**src/rtl/c7552_addcmp_reg.sv**
```systemverilog
// rtl/c7552_addcmp_reg.sv - registered 32-bit add/sub, unsigned comparator and byte-parity checker
module c7552_addcmp_reg #(
    parameter int IN_W  = 207,
    parameter int OUT_W = 108
) (
    input  logic             clk,
    input  logic             rst,
    input  logic [IN_W-1:0]  in_vec,
    output logic [OUT_W-1:0] out_vec
);

    logic [31:0] a, b, x, y;
    logic        cin;
    logic [3:0]  pa, pb, px, py;
    logic [1:0]  sel;
    logic        cmp_en;
    logic [57:0] misc;
    logic        loop;

    assign a      = in_vec[31:0];
    assign b      = in_vec[63:32];
    assign x      = in_vec[95:64];
    assign y      = in_vec[127:96];
    assign cin    = in_vec[128];
    assign pa     = in_vec[132:129];
    assign pb     = in_vec[136:133];
    assign px     = in_vec[140:137];
    assign py     = in_vec[144:141];
    assign sel    = in_vec[146:145];
    assign cmp_en = in_vec[147];
    assign misc   = in_vec[205:148];
    assign loop   = in_vec[206];

    // Even parity: a byte is in error when its data bits plus its parity bit have odd weight.
    function automatic logic parity_err(input logic [31:0] d, input logic [3:0] p);
        logic e;
        e = 1'b0;
        for (int i = 0; i < 4; i++) begin
            e = e | ((^d[8*i +: 8]) ^ p[i]);
        end
        return e;
    endfunction

    logic [31:0]      opa, opb;
    logic             carry_in;
    logic [32:0]      add_res;
    logic [31:0]      sum;
    logic             cout, ovf;
    logic [3:0]       perr;
    logic [3:0]       byte_xor;
    logic [OUT_W-1:0] nxt;

    always_comb begin
        opa      = a;
        opb      = b;
        carry_in = cin;
        case (sel)
            2'b00: begin opa = a; opb = b;  carry_in = cin;  end
            2'b01: begin opa = a; opb = ~b; carry_in = 1'b1; end
            2'b10: begin opa = x; opb = y;  carry_in = cin;  end
            default: begin opa = a; opb = 32'd0; carry_in = 1'b0; end
        endcase
        add_res = {1'b0, opa} + {1'b0, opb} + {32'd0, carry_in};
        sum     = add_res[31:0];
        cout    = (sel == 2'b11) ? 1'b0 : add_res[32];
        ovf     = (sel == 2'b11) ? 1'b0
                : ((opa[31] == opb[31]) && (sum[31] != opa[31]));

        perr = {parity_err(y, py), parity_err(x, px), parity_err(b, pb), parity_err(a, pa)};

        byte_xor = 4'd0;
        for (int i = 0; i < 4; i++) begin
            byte_xor[i] = ^sum[8*i +: 8];
        end

        nxt          = '0;
        nxt[31:0]    = sum;
        nxt[32]      = cout;
        nxt[33]      = ovf;
        nxt[34]      = (sum == 32'd0);
        nxt[35]      = cmp_en && (x > y);
        nxt[36]      = cmp_en && (x == y);
        nxt[37]      = cmp_en && (x < y);
        nxt[41:38]   = perr;
        nxt[42]      = |perr;
        nxt[43]      = ^sum;
        nxt[101:44]  = misc;
        nxt[105:102] = byte_xor;
        nxt[106]     = sum[31];
        nxt[107]     = loop;
    end

    always_ff @(posedge clk) begin
        if (rst) begin
            out_vec <= '0;
        end else begin
            out_vec <= nxt;
        end
    end

endmodule

```
**config.mk**
```make
export PLATFORM = sky130hd
export DESIGN_NAME = c7552_addcmp_reg
export DESIGN_NICKNAME = d
export VERILOG_FILES = /design/src/rtl/c7552_addcmp_reg.sv
export SDC_FILE = /design/constraint.sdc
export NUM_CORES = 1
export LEC_CHECK = 0
export ABC_AREA = 1
export CAP_MARGIN = 10
export CORE_ASPECT_RATIO = 1.75
export CORE_MARGIN = 2
export CORE_UTILIZATION = 40
export CTS_CLUSTER_SIZE = 12
export DETAILED_ROUTE_END_ITERATION = 12
export MAX_ROUTING_LAYER = met4
export PLACE_DENSITY = 0.76
export SLEW_MARGIN = 10
export SYNTH_ARGS = -nofsm -noshare
export SYNTH_HDL_FRONTEND = slang
export SYNTH_SLANG_ARGS = --single-unit
```
**constraint.sdc**
```tcl
create_clock -name clk -period 3.9 [get_ports clk]
set_input_delay 0.39 -clock clk [delete_from_list [all_inputs] [get_ports clk]]
set_output_delay 0.39 -clock clk [all_outputs]
set_load 0.02 [all_outputs]
```
==> results of run 1 <==
-- metal layers --
| layer | global-route usage [%] | up-vias | wire length [um] |
|---|---|---|---|
| met4 | 13.85 | 0 | 1466 |
| met3 | 2.003 | 70 | 964 |
| met5 | - | - | 0 |
| met1 | 25.85 | 3917 | 9880 |
| li1 | - | 4363 | - |
| met2 | 49.43 | 303 | 15020 |
-- cells in the final DEF (no fill, tap or decap), drive strengths merged, types with 2 or more instances in the layout --
cell / instances
clkdlybuf4s50: 310
buf: 217
nand2: 175
nor2: 151
inv: 145
xnor2: 109
dfxtp: 107
ha: 78
xor2: 58
a21oi: 47
mux2: 30
o221ai: 30
nand3: 23
o21ai: 13
clkbuf: 11
nand4: 9
o21bai: 6
nor3: 6
a21o: 3
dlymetal6s2s: 3
a31oi: 3
nor4: 3
o2111ai: 2
nor3b: 2
fa: 2
clkinv: 2
or2: 2
-- worst max-delay path, cell delays in order --
cell and delay [ps]:
clkdlybuf4s50_1 500, inv_1 90, o221ai_1 290, ha_4 260, nand2_1 110, inv_1 60, nand2_1 80, nand3_2 90
nand2_1 80, nand2_2 60, a21oi_2 160, o21bai_1 110, a21oi_1 160, xor2_1 250, ha_1 340, xnor2_4 170
xnor2_2 230, buf_4 160, nand3_2 70, nand3_2 90, nand3_2 70, nand2_1 80, nor2_1 50
-- metrics by stage --
| stage | hold WS, ps | setup TNS [ps] | std cells | area (um^2) |
|---|---|---|---|---|
| 2_1_floorplan | 497.0 | 0 | 1040 | 7980 |
| 3_3_place_gp | 829.4 | -1787 | 1754 | 12700 |
| 3_5_place_dp | 844.7 | -1986 | 1754 | 12700 |
| 4_1_cts | 489.4 | 0 | 1798 | 13630 |
| 5_1_grt | 511.8 | -24.19 | 1808 | 13810 |
| 6_report | 486.0 | 0 | 1808 | 13810 |
-- cells by family after synthesis --
logic type	Yosys count	share of synthesized area, %
multiplexers	30	4.249
flip-flops	107	26.94
XOR/XNOR	167	18.40
AND/OR/NAND/NOR	375	20.15
buffers and inverters	169	8.058
AO/OA/AOI/OAI	112	9.428
adder cells (fa/ha/maj)	80	12.78
-- worst paths after layout --
kind | startpoint | endpoint | slack, ps | cells after the start
max | in_vec[101] | out_vec[43] | 150 | 23
min | rst | out_vec[0] | 490 | 2
-- area by class of cell --
type	instances	area share (%)
tap	245	2.219
clock buffer	9	1.631
timing repair buffer	533	35.42
clock inverter	6	0.5435
inverter	143	3.886
sequential	107	15.51
antenna	1	0.01812
multi-input combinational	764	40.77
-- cells in the mapped netlist, drive strengths merged --
cell / number
nand2: 175
nor2: 151
inv: 143
xnor2: 109
dfxtp: 107
ha: 78
xor2: 58
a21oi: 47
mux2: 30
o221ai: 30
nand3: 23
clkbuf: 22
o21ai: 13
nand4: 9
nor3: 6
o21bai: 6
buf: 4
a21o: 3
a31oi: 3
nor4: 3
fa: 2
nor3b: 2
o2111ai: 2
or2: 2
a211oi: 1
a21boi: 1
a221oi: 1
a31o: 1
and2: 1
and3: 1
nand3b: 1
o211a: 1
o211ai: 1
o21a: 1
o22ai: 1
or4: 1
-- report_power, final --
group / leakage (uW) / internal (uW) / total (uW) / switching, uW
combinational: 0.00534 / 1920 / 3680 / 1760
sequential: 0.000891 / 1230 / 1260 / 31.9
clock: 0.000144 / 503 / 896 / 393
total: 0.00638 / 3660 / 5840 / 2190
-- repair_timing --
item	in CTS	in global routing
gates resized for setup	65	25
pin swaps	37	26
endpoints found under the setup margin	4	3
gates cloned	2	0
setup buffers	27	9
endpoints found under the hold margin	0	0
==> impl_metrics.json, run 1 <==
{
  "grt_pass1_wl_um": 43130,
  "top_register": "out_vec",
  "syn-num-nets": 1329,
  "dpl_worst_slack_ps": -558.0,
  "yosys-top-cells-area": "dfxtp_1 27%, ha_1 12%, xnor2_1 12%",
  "seq_area_frac_synth_pct": 26.94,
  "syn_avg_cell_area_um2": 7.644,
  "crit_type": "input port to flip-flop",
  "port_buffers": 316,
  "die_area_mm2": 0.02106,
  "cp.required_ps": 4120,
  "p_total_uw": 5841,
  "slew_viol_final": 0,
  "fin_ws_ps": 148.2,
  "fillers": 1524,
  "wirelength_um": 27330,
  "htree_levels": 3,
  "synth_area_leader_cell": "dfxtp_1",
  "cts_tree": "built",
  "clockBufferDepth": 2,
  "antenna_found_initial": 1,
  "row_count": 68,
  "place_hpwl_um": 22300,
  "synth_area_mm2": 0.007950,
  "netlist-cell-type-count": 47,
  "drt_iter0_drc": 386,
  "largest_reg_flops": 107,
  "drt_first_pass_iters": 5,
  "area_growth_pct": 73.73,
  "fin_crit_ps": 3752,
  "max_slew_margin_pct": 65.80,
  "gp_congestion": 1.003,
  "arrival_ps": 3980,
  "largest_registers": "out_vec (107)",
  "cts_buffers": 9,
  "wl_per_cell_um": 15.12,
  "leakagePower_uw": 0.006380,
  "root_buffer": "clkbuf_16",
  "die_w_um": 110.6,
  "period_share_pct": 96.20,
  "die-height_um": 190.5,
  "fmax_mhz": 266.5,
  "groute.usage.overall_pct": 25.85,
  "drv_cap": 0,
  "multiInputGateArea_mm2": 0.005632,
  "ioPinCount": 317,
  "synth_warnings": 0,
  "grt_max_degree": 54,
  "initial_core_util_pct": 40.45,
  "drive_above_1_share_pct": 23.50,
  "final_util_pct": 70.28,
  "synth_seq_cells": 107,
  "hold_viol_final": 0,
  "remaining_drc_errors": 0,
  "yosysTopAreaCellShare_pct": 26.94,
  "max-vdd-ir-drop_mv": 0.4458,
  "seq_area_mm2": 0.002142,
  "cts.sinks": 107,
  "worst_pin_slew_ps": 513.0,
  "ctsHoldBuffers": 0,
  "via_count": 8653,
  "power_density_mw_per_mm2": 422.9,
  "crit_fanout": 4,
  "clk_pin_slew_ps": 70,
  "end_kind": "flip-flop",
  "via_per_inst": 4.786,
  "setup_viol": 0,
  "startpoint_type": "input port",
  "status": "finished clean",
  "finalNetCount": 1847,
  "coreArea_mm2": 0.01965,
  "synthCells": 1040,
  "overflow": 0,
  "detail-route-antenna-nets": 0,
  "grt_pass1_vias": 9036,
  "hold_class": "input port to flip-flop"
}
Power figures use the tool's default switching activity.
==> run 2, diff against run 1 <==
--- a/config.mk
+++ b/config.mk
@@ -10,6 +10,7 @@
 export CORE_ASPECT_RATIO = 1.75
 export CORE_MARGIN = 2
 export CORE_UTILIZATION = 40
+export CTS_CLUSTER_DIAMETER = 150
 export CTS_CLUSTER_SIZE = 12
 export DETAILED_ROUTE_END_ITERATION = 12
 export MAX_ROUTING_LAYER = met4
==> results of run 2 <==
The final DEF is identical to that of run 1; final timing and power are the same.
